File: src/rtl/ef_spi_slave_pkg.sv
// ---------------------------------------------------------------------------
// ef_spi_slave_pkg
// Shared types and constants for the EF SPI target (slave).
//   state_e         : frame state (IDLE while csb high, ACTIVE while csb low)
//   DEF_DW          : default frame width
//   DEF_SYNC_STAGES : default synchronizer depth
//   UNDERRUN_FILL   : pattern shifted out when no TX byte is available
// ---------------------------------------------------------------------------
package ef_spi_slave_pkg;

    typedef enum logic [0:0] {
        IDLE   = 1'b0,
        ACTIVE = 1'b1
    } state_e;

    localparam int unsigned DEF_DW          = 8;
    localparam int unsigned DEF_SYNC_STAGES = 2;

    // Wide enough for any practical DW; users slice the low DW bits.
    localparam logic [63:0] UNDERRUN_FILL = {64{1'b1}};

endpackage

File: src/rtl/ef_spi_slave_sync.sv
// ---------------------------------------------------------------------------
// ef_spi_slave_sync
// Multi-flop synchronizer for one asynchronous input, followed by a register
// holding the previous synchronized value so single-cycle rise/fall pulses
// can be derived in the clk domain.
// Ports:
//   clk, rst_n : system clock, asynchronous active-low reset
//   d          : asynchronous input pin
//   level      : synchronized level
//   rise, fall : one-cycle pulses on synchronized 0->1 / 1->0 transitions
// ---------------------------------------------------------------------------
module ef_spi_slave_sync #(
    parameter int unsigned STAGES  = 2,
    parameter logic        RST_VAL = 1'b0
) (
    input  logic clk,
    input  logic rst_n,
    input  logic d,
    output logic level,
    output logic rise,
    output logic fall
);

    logic [STAGES-1:0] chain_q;
    logic [STAGES-1:0] chain_d;
    logic              prev_q;

    // Next value of the synchronizer chain: shift the pin in at bit 0.
    always_comb begin
        chain_d = {chain_q[STAGES-2:0], d};
    end

    // Synchronizer chain and previous-level register.
    always_ff @(posedge clk or negedge rst_n) begin
        if (!rst_n) begin
            chain_q <= {STAGES{RST_VAL}};
            prev_q  <= RST_VAL;
        end else begin
            chain_q <= chain_d;
            prev_q  <= chain_q[STAGES-1];
        end
    end

    assign level = chain_q[STAGES-1];
    assign rise  = chain_q[STAGES-1] & ~prev_q;
    assign fall  = ~chain_q[STAGES-1] & prev_q;

endmodule

File: src/rtl/ef_spi_slave.sv
// ---------------------------------------------------------------------------
// ef_spi_slave
// SPI target oversampled in the clk domain (clk >= 4x SCLK). All four
// CPOL/CPHA modes, MSB first. Received bytes go to a valid/ready consumer;
// bytes to send come from a valid/ready producer through a one-deep holding
// register.
// Ports:
//   clk, rst_n          : system clock, asynchronous active-low reset
//   CPOL, CPHA          : SPI mode, static while csb is low
//   sclk, csb, sdi      : bus inputs from the master (asynchronous)
//   sdo, sdo_oe         : serial data to the master and its output enable
//   tx_data/valid/ready : producer handshake into the TX holding register
//   rx_data/valid/ready : received byte towards the consumer
//   busy                : frame in progress (synchronized csb low)
//   overrun, ovr_clr    : sticky RX overrun flag and its clear
// Build option: EF_SPI_SLAVE_OVR_EN adds overrun/ovr_clr; a byte completing
// while the previous one is still unconsumed is then dropped instead of
// overwriting rx_data.
// ---------------------------------------------------------------------------
module ef_spi_slave
    import ef_spi_slave_pkg::*;
#(
    parameter int unsigned DW          = DEF_DW,
    parameter int unsigned SYNC_STAGES = DEF_SYNC_STAGES
) (
    input  logic          clk,
    input  logic          rst_n,
    input  logic          CPOL,
    input  logic          CPHA,
    input  logic          sclk,
    input  logic          csb,
    input  logic          sdi,
    output logic          sdo,
    output logic          sdo_oe,
    input  logic [DW-1:0] tx_data,
    input  logic          tx_valid,
    output logic          tx_ready,
    output logic [DW-1:0] rx_data,
    output logic          rx_valid,
    input  logic          rx_ready,
`ifdef EF_SPI_SLAVE_OVR_EN
    output logic          busy,
    output logic          overrun,
    input  logic          ovr_clr
`else
    output logic          busy
`endif
);

    localparam int unsigned      CW   = (DW > 2) ? $clog2(DW) : 1;
    localparam logic [CW-1:0]    LAST = CW'(DW - 1);
    localparam logic [DW-1:0]    FILL = UNDERRUN_FILL[DW-1:0];

    logic sclk_s, sclk_rise_s, sclk_fall_s;
    logic csb_unused_lvl_s, csb_rise_s, csb_fall_s;
    logic sdi_s, sdi_rise_unused_s, sdi_fall_unused_s;

    ef_spi_slave_sync #(.STAGES(SYNC_STAGES), .RST_VAL(1'b0)) u_sync_sclk (
        .clk(clk), .rst_n(rst_n), .d(sclk),
        .level(sclk_s), .rise(sclk_rise_s), .fall(sclk_fall_s)
    );
    ef_spi_slave_sync #(.STAGES(SYNC_STAGES), .RST_VAL(1'b1)) u_sync_csb (
        .clk(clk), .rst_n(rst_n), .d(csb),
        .level(csb_unused_lvl_s), .rise(csb_rise_s), .fall(csb_fall_s)
    );
    ef_spi_slave_sync #(.STAGES(SYNC_STAGES), .RST_VAL(1'b0)) u_sync_sdi (
        .clk(clk), .rst_n(rst_n), .d(sdi),
        .level(sdi_s), .rise(sdi_rise_unused_s), .fall(sdi_fall_unused_s)
    );

    state_e         state_q, state_d;
    logic [CW-1:0]  bit_cnt_q, bit_cnt_d;
    logic           load_q, load_d;
    logic [DW-1:0]  rx_shift_q, rx_shift_d;
    logic [DW-1:0]  tx_shift_q, tx_shift_d;
    logic [DW-1:0]  hold_q, hold_d;
    logic           hold_full_q, hold_full_d;
    logic [DW-1:0]  rx_data_q, rx_data_d;
    logic           rx_valid_q, rx_valid_d;
    logic           ovr_q, ovr_d;

    logic           lead_s, trail_s, sample_s, shift_s;
    logic           byte_done_s, tx_take_s;
    logic [DW-1:0]  rx_byte_s;

    // Leading edge leaves the idle level, trailing edge returns to it.
    assign lead_s   = CPOL ? sclk_fall_s : sclk_rise_s;
    assign trail_s  = CPOL ? sclk_rise_s : sclk_fall_s;
    assign sample_s = CPHA ? trail_s : lead_s;
    assign shift_s  = CPHA ? lead_s  : trail_s;
    assign rx_byte_s = {rx_shift_q[DW-2:0], sdi_s};

    // Frame state, bit counting, shift registers, TX holding and RX output.
    always_comb begin
        state_d     = state_q;
        bit_cnt_d   = bit_cnt_q;
        load_d      = load_q;
        rx_shift_d  = rx_shift_q;
        tx_shift_d  = tx_shift_q;
        hold_d      = hold_q;
        hold_full_d = hold_full_q;
        rx_data_d   = rx_data_q;
        rx_valid_d  = rx_valid_q;
        ovr_d       = ovr_q;
        byte_done_s = 1'b0;
        tx_take_s   = 1'b0;

        case (state_q)
            IDLE: begin
                if (csb_fall_s) begin
                    state_d   = ACTIVE;
                    bit_cnt_d = '0;
                    // CPHA=0 must present bit 0 before the first SCLK edge;
                    // CPHA=1 waits for the first (leading) shift edge.
                    if (CPHA) begin
                        load_d = 1'b1;
                    end else begin
                        load_d    = 1'b0;
                        tx_take_s = 1'b1;
                    end
                end else begin
                    state_d = IDLE;
                end
            end
            ACTIVE: begin
                if (csb_rise_s) begin
                    // Abort: drop any partial byte, holding register untouched.
                    state_d    = IDLE;
                    bit_cnt_d  = '0;
                    load_d     = 1'b0;
                    rx_shift_d = '0;
                end else begin
                    if (sample_s) begin
                        rx_shift_d = rx_byte_s;
                        if (bit_cnt_q == LAST) begin
                            bit_cnt_d   = '0;
                            load_d      = 1'b1;
                            byte_done_s = 1'b1;
                        end else begin
                            bit_cnt_d = bit_cnt_q + CW'(1);
                        end
                    end else begin
                        bit_cnt_d = bit_cnt_q;
                    end
                    if (shift_s) begin
                        if (load_q) begin
                            load_d    = 1'b0;
                            tx_take_s = 1'b1;
                        end else begin
                            tx_shift_d = {tx_shift_q[DW-2:0], 1'b0};
                        end
                    end else begin
                        tx_shift_d = tx_shift_q;
                    end
                end
            end
            default: begin
                state_d = IDLE;
            end
        endcase

        // Load the TX shifter from the holding register, or the fill pattern.
        if (tx_take_s) begin
            tx_shift_d = hold_full_q ? hold_q : FILL;
        end else begin
            hold_d = hold_q;
        end

        // A full holding register cannot accept a write, so take and write
        // never act on the same byte.
        if (tx_take_s && hold_full_q) begin
            hold_full_d = 1'b0;
        end else if (tx_valid && !hold_full_q) begin
            hold_d      = tx_data;
            hold_full_d = 1'b1;
        end else begin
            hold_full_d = hold_full_q;
        end

`ifdef EF_SPI_SLAVE_OVR_EN
        if (byte_done_s && rx_valid_q && !rx_ready) begin
            ovr_d = 1'b1;
        end else if (byte_done_s) begin
            rx_data_d  = rx_byte_s;
            rx_valid_d = 1'b1;
        end else if (rx_valid_q && rx_ready) begin
            rx_valid_d = 1'b0;
        end else begin
            rx_valid_d = rx_valid_q;
        end
        // Set takes priority over clear.
        if (byte_done_s && rx_valid_q && !rx_ready) begin
            ovr_d = 1'b1;
        end else if (ovr_clr) begin
            ovr_d = 1'b0;
        end else begin
            ovr_d = ovr_q;
        end
`else
        if (byte_done_s) begin
            rx_data_d  = rx_byte_s;
            rx_valid_d = 1'b1;
        end else if (rx_valid_q && rx_ready) begin
            rx_valid_d = 1'b0;
        end else begin
            rx_valid_d = rx_valid_q;
        end
        ovr_d = 1'b0;
`endif
    end

    // State and datapath registers.
    always_ff @(posedge clk or negedge rst_n) begin
        if (!rst_n) begin
            state_q     <= IDLE;
            bit_cnt_q   <= '0;
            load_q      <= 1'b0;
            rx_shift_q  <= '0;
            tx_shift_q  <= '0;
            hold_q      <= '0;
            hold_full_q <= 1'b0;
            rx_data_q   <= '0;
            rx_valid_q  <= 1'b0;
            ovr_q       <= 1'b0;
        end else begin
            state_q     <= state_d;
            bit_cnt_q   <= bit_cnt_d;
            load_q      <= load_d;
            rx_shift_q  <= rx_shift_d;
            tx_shift_q  <= tx_shift_d;
            hold_q      <= hold_d;
            hold_full_q <= hold_full_d;
            rx_data_q   <= rx_data_d;
            rx_valid_q  <= rx_valid_d;
            ovr_q       <= ovr_d;
        end
    end

    assign busy     = (state_q == ACTIVE);
    assign sdo_oe   = (state_q == ACTIVE);
    assign sdo      = tx_shift_q[DW-1];
    assign tx_ready = ~hold_full_q;
    assign rx_data  = rx_data_q;
    assign rx_valid = rx_valid_q;
`ifdef EF_SPI_SLAVE_OVR_EN
    assign overrun  = ovr_q;
`endif

endmodule

File: config.mk
export PLATFORM = sky130hd
export DESIGN_NAME = ef_spi_slave
export DESIGN_NICKNAME = d
export VERILOG_FILES = /design/src/rtl/ef_spi_slave_pkg.sv /design/src/rtl/ef_spi_slave_sync.sv /design/src/rtl/ef_spi_slave.sv
export SDC_FILE = /design/constraint.sdc
export NUM_CORES = 1
export LEC_CHECK = 0
export ABC_AREA = 1
export CORE_UTILIZATION = 44
export CTS_CLUSTER_SIZE = 14
export DETAILED_ROUTE_END_ITERATION = 16
export PLACE_DENSITY = 0.67
export SYNTH_ARGS = -nofsm -noshare
export SYNTH_HDL_FRONTEND = slang
export SYNTH_SLANG_ARGS = --single-unit
export TNS_END_PERCENT = 5
File: constraint.sdc
create_clock -name clk -period 1.9 [get_ports clk]
set_input_delay 0.19 -clock clk [delete_from_list [all_inputs] [get_ports clk]]
set_output_delay 0.19 -clock clk [all_outputs]
set_load 0.01 [all_outputs]
==> results.md, run 1 <==
- Clock Tree Buf Depth: 2
- Power density normalized to cell area: 1120 nW/um^2
- Critical R2R Capture: tx_shift_q[7]
- Post-cts sizing count: 0
- Critical Path Start Type: register
- Synthesized area divided by synthesized cell count: 10.3 sq um
- Number of setup violations in the final report: 0
- Internal reg-to-reg setup slack: 0.27 ns
- Iteration-0 DRC Markers: 122
- Final Hold Fails: 0
- Tot GR Track Use: 0.158
- Chip Width: 70.3 um
- Buffers plus inverters on the worst setup path: 2
- Final Instance Count excl. Fillers: 289
- Depth of the worst register-to-register path: 9
- Launch point of the critical path: hold_full_q
- Number of clock sinks: 46
- Setup clock skew after layout: between 0.01 and 0.015 ns
- Net count after synthesis: 219
- Router iterations before antenna repair: 4
- Most frequent cells in the layout: 54 x sky130_fd_sc_hd__nand2_1, 43 x sky130_fd_sc_hd__dfrtp_1, 28 x sky130_fd_sc_hd__clkdlybuf4s50_1
- Master of the slowest instance on the critical path: sky130_fd_sc_hd__clkdlybuf4s50_1
- Post-detailed-route via-to-cell ratio: around 5
- Result of the run: finished, final reports clean
- Max-cap viol count: 0
- Number of rows in the core area: 24
- Crit path max fanout: 11
- Antenna Cells: 0
- Post-DR wirelength/cell: 12.2 um
- Endpoint required time on the critical path: 1.71 ns
- Delay of the slowest cell on the worst path: 0.59 ns
- Total CTS buffers: 5
- Commonest non-fill, non-tap cell in the layout: sky130_fd_sc_hd__nand2_1
- # Post-CTS Setup Buffers: 0
- Antenna violations before repair: 0
- Wire length of the first global-routing pass: 6040 um
- HP Class: input pin to register
- Number of global-route vias before repair: 1323
- Share of the cycle needed by the critical path after routing: 0.870
- Cell-by-cell listing of the critical path: inv_1, clkdlybuf4s50_1
- Congestion Overflow GR: 0
- Kind of cell adding the most delay to the critical path: buffers and inverters
- Critical path data arrival time: 1.46 ns
- Drt total wl: approximately 3500 um
- Type of destination of the critical path: output pin
- Post-route worst hold slack: between 0.2 and 0.3 ns
- Number of nets at the end of the flow: roughly 260
- Min-Delay Path Depth: 1
- Number of logic stages on the critical path including buffering: 2
- Core area: 4410 sq um
- Final worst path period need: 1.65 ns
- Number of flip-flops and latches in the synthesized netlist: 46
- Worst vdd rail ir drop: 0.696 mV
- Top post-synthesis cells by area: sky130_fd_sc_hd__dfrtp_1 52%, sky130_fd_sc_hd__nand2_1 9.9%, sky130_fd_sc_hd__nand3_1 5.1%, sky130_fd_sc_hd__mux2_2 4.4%, sky130_fd_sc_hd__dfstp_2 3.8%
- Unrepaired setup endpoints after global routing: false
- Placed Area: 2400 sq um
- Number of top-level pins: 30
- Syn Inst Count: 200
- Accumulated negative setup slack: 0 ns
- Global placer's final weighted congestion: 0.736
- Clock latency on the worst-skew pair: approximately 0.3 ns
- Worst Hold Path EP: u_sync_csb.chain_q[0]
- Cell area after technology mapping: around 2000 sq um
- Timing-limited maximum frequency: 605 MHz
- Number of vias after detailed routing: 1446
- Port Buf Inserts: 29
- Root Buffer: sky130_fd_sc_hd__clkbuf_8
- Area grow syn2layout: 22.8%
- Final-layout fill cell count: ~390
- Clock transition at the registers of the reported paths: 0.08 ns
- Leading area contributor after synthesis: sky130_fd_sc_hd__dfrtp_1
- Synth top area share: 0.524
- Leakage Power: 1.20 nW
- Setup Crit Path Kind: register to output pin
- Count of different cell masters after synthesis: 26
- Share of the yosys chip area belonging to registers: 0.562
- Fraction of layout instances using a drive strength above 1: 0.228
- Largest net degree at the start of global routing: 18
- Non-Filler Cell Area, Final: 2520 sq um
- Quantity of hold-fixing buffers added after cts: 1
- Worst slew pin tran: 0.345 ns
- Effective utilization at floorplan: 0.465
- Startpoint of the tightest hold check path: csb
- H-Tree Level Count: 2
- Synthesis Warnings: 0
- Headroom to the max-slew limit: 0.770
- Die Outline Area: 4950 sq um
- Worst reg2reg path startpoint: u_sync_csb.prev_q
- Vertical extent of the die: 70.3 um
- Total count of max-transition violations in the final report: 0
- Remaining DRCs: 0
- Placed wire-length estimate: between 2000 and 3000 um
- Number of nets still failing antenna checks after routing: 0
- TritonCTS clock tree: yes
- Number of cells after detailed placement: 280
- Power after layout: approximately 2.8 mW
## layer usage
metal | wire length [um] | vias up | track usage
met5 | 0 | - | 0
met4 | 55 | 0 | 0.0711
met2 | 1590 | 41 | 0.216
li1 | - | 727 | -
met1 | 1690 | 672 | 0.230
met3 | 194 | 6 | 0.0476
## cells by family after synthesis
| group | Yosys count | share of synthesized area |
|---|---|---|
| AND/OR/NAND/NOR | 98 | 0.237 |
| flip-flops | 46 | 0.562 |
| AO/OA/AOI/OAI | 23 | 0.0944 |
| buffers and inverters | 23 | 0.0505 |
| multiplexers | 8 | 0.0439 |
| adder cells (fa/ha/maj) | 2 | 0.0122 |
## flip-flops by register name (all words and copies together) (netlist names)
signal	count
bit_cnt_q	3
u_sync_sclk.prev_q	1
u_sync_csb.prev_q	1
u_sync_sdi.chain_q	2
rx_data	8
hold_q	8
u_sync_csb.chain_q	2
rx_valid	1
rx_shift_q	7
hold_full_q	1
u_sync_sclk.chain_q	2
busy	1
load_q	1
tx_shift_q	8
## worst reg2reg max path: stages, from the launching register on
cell,delay (ns)
sky130_fd_sc_hd__dfstp_2,0.52
sky130_fd_sc_hd__inv_1,0.06
sky130_fd_sc_hd__or2_4,0.26
sky130_fd_sc_hd__nor2_2,0.14
sky130_fd_sc_hd__nand2_2,0.16
sky130_fd_sc_hd__nand2_2,0.19
sky130_fd_sc_hd__nand2_1,0.08
sky130_fd_sc_hd__nand2_1,0.06
sky130_fd_sc_hd__nand2_1,0.05
sky130_fd_sc_hd__nand2_1,0.05
## final cells by class
| cell class | instances | area, sq um | area share |
|---|---|---|---|
| multi-input cells | 131 | 796 | 0.315 |
| well taps | 52 | 65.1 | 0.0258 |
| clock buffers | 7 | 86.3 | 0.0342 |
| repair buffers | 32 | 310 | 0.123 |
| flip-flops and latches | 46 | 1150 | 0.458 |
| clock inverters | 1 | 30.0 | 0.0119 |
| inverters | 20 | 80.1 | 0.0317 |
## power breakdown
part	internal (mW)	switching, mW	total (mW)
sequential	1.22	0.117	1.33
combinational	0.366	0.386	0.751
clock	0.429	0.312	0.741
total	2.01	0.814	2.83
## worst max-delay path by stage
stage                          to  slack, ns
floorplan           tx_shift_q[7]       0.46
global placement    tx_shift_q[5]       0.13
detailed placement  tx_shift_q[3]       0.12
CTS                      tx_ready       0.23
global route        tx_shift_q[1]       0.08
finish                   tx_ready       0.25
## cells in the mapped netlist
library cell / instances
sky130_fd_sc_hd__a21oi_1: 2
sky130_fd_sc_hd__a21oi_4: 1
sky130_fd_sc_hd__buf_2: 1
sky130_fd_sc_hd__buf_4: 1
sky130_fd_sc_hd__buf_6: 1
sky130_fd_sc_hd__clkinv_4: 1
sky130_fd_sc_hd__dfrtp_1: 43
sky130_fd_sc_hd__dfstp_2: 3
sky130_fd_sc_hd__ha_1: 2
sky130_fd_sc_hd__inv_1: 17
sky130_fd_sc_hd__inv_2: 2
sky130_fd_sc_hd__mux2_2: 8
sky130_fd_sc_hd__nand2_1: 54
sky130_fd_sc_hd__nand2_2: 4
sky130_fd_sc_hd__nand2_4: 2
sky130_fd_sc_hd__nand3_1: 21
sky130_fd_sc_hd__nand3_2: 2
sky130_fd_sc_hd__nand3_4: 2
sky130_fd_sc_hd__nor2_1: 3
sky130_fd_sc_hd__nor2_2: 2
sky130_fd_sc_hd__o21ai_0: 4
sky130_fd_sc_hd__o21ai_2: 8
sky130_fd_sc_hd__o21ai_4: 1
sky130_fd_sc_hd__o32ai_1: 7
sky130_fd_sc_hd__or2_2: 7
sky130_fd_sc_hd__or2_4: 1
## stage by stage
| step | setup WS [ns] | util |
|---|---|---|
| CTS | 0.227 | 0.571 |
| global placement | 0.126 | 0.543 |
| finish | 0.247 | 0.571 |
| detailed placement | 0.121 | 0.543 |
| floorplan | 0.465 | - |
| global route | 0.0814 | 0.571 |
(Power assumes the default switching activity.)
==> run 2, diff against run 1 <==
- CTS_BUF_LIST: not set -> sky130_fd_sc_hd__clkbuf_4
==> run 2 against run 1 <==
- clock power fell by 21%
- non-clock buffer count did not move
- flip-flop and latch count did not move
- worst hold slack got worse by 0.070 ns
- via count fell by 0.14%
- register-to-register slack got worse by 0.02 ns
- critical endpoint unchanged
- largest power group unchanged
==> results.md, run 2 (synthesis results as in run 1) <==
- H-Tree Level Count: 2 (unchanged)
- Power density normalized to cell area: 1070 nW/um^2 (was 1120 nW/um^2)
- Post-DR wirelength/cell: 12.0 um (was 12.2 um)
- Router iterations before antenna repair: 4 (unchanged)
- Placed wire-length estimate: 2560 um (unchanged)
- Endpoint required time on the critical path: 1.71 ns (about the same)
- Cell Int Power: 1.87 mW (was 2.01 mW)
- Clock latency on the worst-skew pair: 0.37 ns (was 0.30 ns)
- Die Outline Area: 4950 sq um (unchanged)
- Commonest non-fill, non-tap cell in the layout: sky130_fd_sc_hd__nand2_1 (unchanged)
- Post-detailed-route via-to-cell ratio: 5.00 (about the same)
- Delay of the slowest cell on the worst path: 0.59 ns (about the same)
- Iteration-0 DRC Markers: 155 (was 122)
- Clock Tree Buf Depth: 2 (unchanged)
- Antenna violations before repair: 0 (unchanged)
- Number of global-route vias before repair: 1308 (was 1323)
- Setup Crit Path Kind: register to output pin (unchanged)
- Placed Area: 2400 sq um (unchanged)
- Clock network fraction of design power: 0.220 (was 0.262)
- Net switching power figure: 0.798 mW (was 0.814 mW)
- Effective utilization at floorplan: 0.465 (unchanged)
- Total count of max-transition violations in the final report: 0 (unchanged)
- Tot GR Track Use: 0.155 (was 0.158)
- Number of clock sinks: 46 (unchanged)
- Final Hold Fails: 0 (unchanged)
- Largest net degree at the start of global routing: 18 (unchanged)
- Wire length of the first global-routing pass: 5980 um (was 6040 um)
- Result of the run: finished, final reports clean (unchanged)
- Master of the slowest instance on the critical path: sky130_fd_sc_hd__clkdlybuf4s50_1 (unchanged)
- Number of nets still failing antenna checks after routing: 0 (unchanged)
- Drt total wl: 3460 um (was 3530 um)
- Number of top-level pins: 30 (unchanged)
- Internal reg-to-reg setup slack: 0.25 ns (was 0.27 ns)
- Post-route setup slack: 0.172 ns (was 0.247 ns)
- Headroom to the max-slew limit: 0.768 (was 0.770)
- Number of cells after detailed placement: 280 (unchanged)
- Number of vias after detailed routing: 1444 (was 1446)
- # Post-CTS Setup Buffers: 0 (unchanged)
- Part of the total power dissipated in combinational logic: 0.281 (was 0.266)
- Worst slack at placement: 0.121 ns (unchanged)
- Number of nets at the end of the flow: 255 (unchanged)
- Post-cts sizing count: 0 (unchanged)
- Core area: 4410 sq um (unchanged)
- Setup clock skew after layout: 0.0230 ns (was 0.0146 ns)
- Flop pwr share: 0.499 (was 0.472)
- TritonCTS clock tree: yes (unchanged)
- Crit path max fanout: 11 (unchanged)
- Power after layout: 2.67 mW (was 2.83 mW)
- Critical Path Start Type: register (unchanged)
- Accumulated negative setup slack: 0 ns (unchanged)
- Max-cap viol count: 0 (unchanged)
- Cell-by-cell listing of the critical path: inv_1, clkdlybuf4s50_1 (unchanged)
- Most frequent cells in the layout: 54 x sky130_fd_sc_hd__nand2_1, 43 x sky130_fd_sc_hd__dfrtp_1, 28 x sky130_fd_sc_hd__clkdlybuf4s50_1 (unchanged)
- Clock transition at the registers of the reported paths: 0.12 ns (was 0.08 ns)
- Root Buffer: sky130_fd_sc_hd__clkbuf_4 (was sky130_fd_sc_hd__clkbuf_8)
- Area grow syn2layout: 20.9% (was 22.8%)
- Share of the cycle needed by the critical path after routing: 0.910 (was 0.870)
- HP Class: input pin to register (unchanged)
- Number of rows in the core area: 24 (unchanged)
- Congestion Overflow GR: 0 (unchanged)
- Final Instance Count excl. Fillers: 289 (unchanged)
- Remaining DRCs: 0 (unchanged)
- Final worst path period need: 1.73 ns (was 1.65 ns)
- Fraction of layout instances using a drive strength above 1: 0.228 (unchanged)
- Timing-limited maximum frequency: 579 MHz (was 605 MHz)
- Number of setup violations in the final report: 0 (unchanged)
- Share of total power consumed by net switching: 0.299 (was 0.288)
- Worst vdd rail ir drop: 0.623 mV (was 0.696 mV)
- Chip Width: 70.3 um (unchanged)
- Type of destination of the critical path: output pin (unchanged)
- Vertical extent of the die: 70.3 um (unchanged)
- Non-Filler Cell Area, Final: 2480 sq um (was 2520 sq um)
- Global placer's final weighted congestion: 0.736 (unchanged)
- Critical path data arrival time: 1.54 ns (was 1.46 ns)
- Worst slew pin tran: 0.348 ns (was 0.345 ns)
- Port Buf Inserts: 29 (unchanged)
- Total CTS buffers: 5 (unchanged)
- Antenna Cells: 0 (unchanged)
- Leakage Power: 1.18 nW (was 1.20 nW)
- Unrepaired setup endpoints after global routing: false (unchanged)
-- run 2: cell types whose count changed in the layout (fill, tap and decap cells not counted) --
cell	previous run	this run
sky130_fd_sc_hd__clkbuf_1	1	0
sky130_fd_sc_hd__clkbuf_4	0	6
sky130_fd_sc_hd__clkbuf_8	6	0
sky130_fd_sc_hd__clkinv_1	0	1
-- run 2: layout make-up --
cell class / count / area, sq um
Inverter: 20 / 80.1
Timing Repair Buffer: 32 / 310
Multi-Input combinational cell: 131 / 796
Fill cell: 399 / 1930
Tap cell: 52 / 65.1
Sequential cell: 46 / 1150
Clock inverter: 2 / 33.8
Clock buffer: 6 / 45.0
-- run 2: per-stage QoR --
step / hold slack [ns] / utilization
after detailed placement: 0.116 / 0.543
final: 0.228 / 0.563
after CTS: 0.218 / 0.563
after global placement: 0.118 / 0.543
after floorplan: -0.106 / -
after global routing: 0.200 / 0.563
-- run 2: power by group through the flow --
| stage | Sequential (mW) | Clock, mW | Combinational (mW) |
|---|---|---|---|
| final | 1.33 | 0.587 | 0.750 |
| after global routing | 1.37 | 0.646 | 0.853 |
| after CTS | 1.33 | 0.599 | 0.761 |
| after detailed placement | 1.35 | 0 | 0.757 |
| after global placement | 1.34 | 0 | 0.743 |
| after floorplan | 1.33 | 0 | 0.558 |
-- run 2: critical path: cells and delay by family (launching register included) --
kind / cells / cell delay, ns
flip-flops: 1 / 0.39
buffers and inverters: 2 / 0.80
-- run 2: timing repair --
item / in CTS / in global routing
hold buffers: 1 / 0
endpoints found under the hold margin: 13 / 0
setup endpoints to repair: 0 / 0
-- run 2: worst paths after layout --
kind                                             start                      to  cells past startpoint
worst max-delay path                       hold_full_q                tx_ready                      2
worst min-delay path                               csb   u_sync_csb.chain_q[0]                      1
worst max register to register       u_sync_csb.prev_q           tx_shift_q[7]                      9
worst min register to register  u_sync_sclk.chain_q[0]  u_sync_sclk.chain_q[1]                      0
max in group asynchronous                        rst_n   u_sync_csb.chain_q[0]                      3
min in group asynchronous                        rst_n              rx_data[6]                      2
-- run 2: per-layer routing --
| layer | track usage | share of wire | up-vias |
|---|---|---|---|
| met1 | 0.228 | 0.50 | 678 |
| met4 | 0.0533 | 0.016 | 0 |
| met5 | 0 | 0 | - |
| met2 | 0.220 | 0.44 | 31 |
| li1 | - | - | 730 |
| met3 | 0.0433 | 0.042 | 5 |
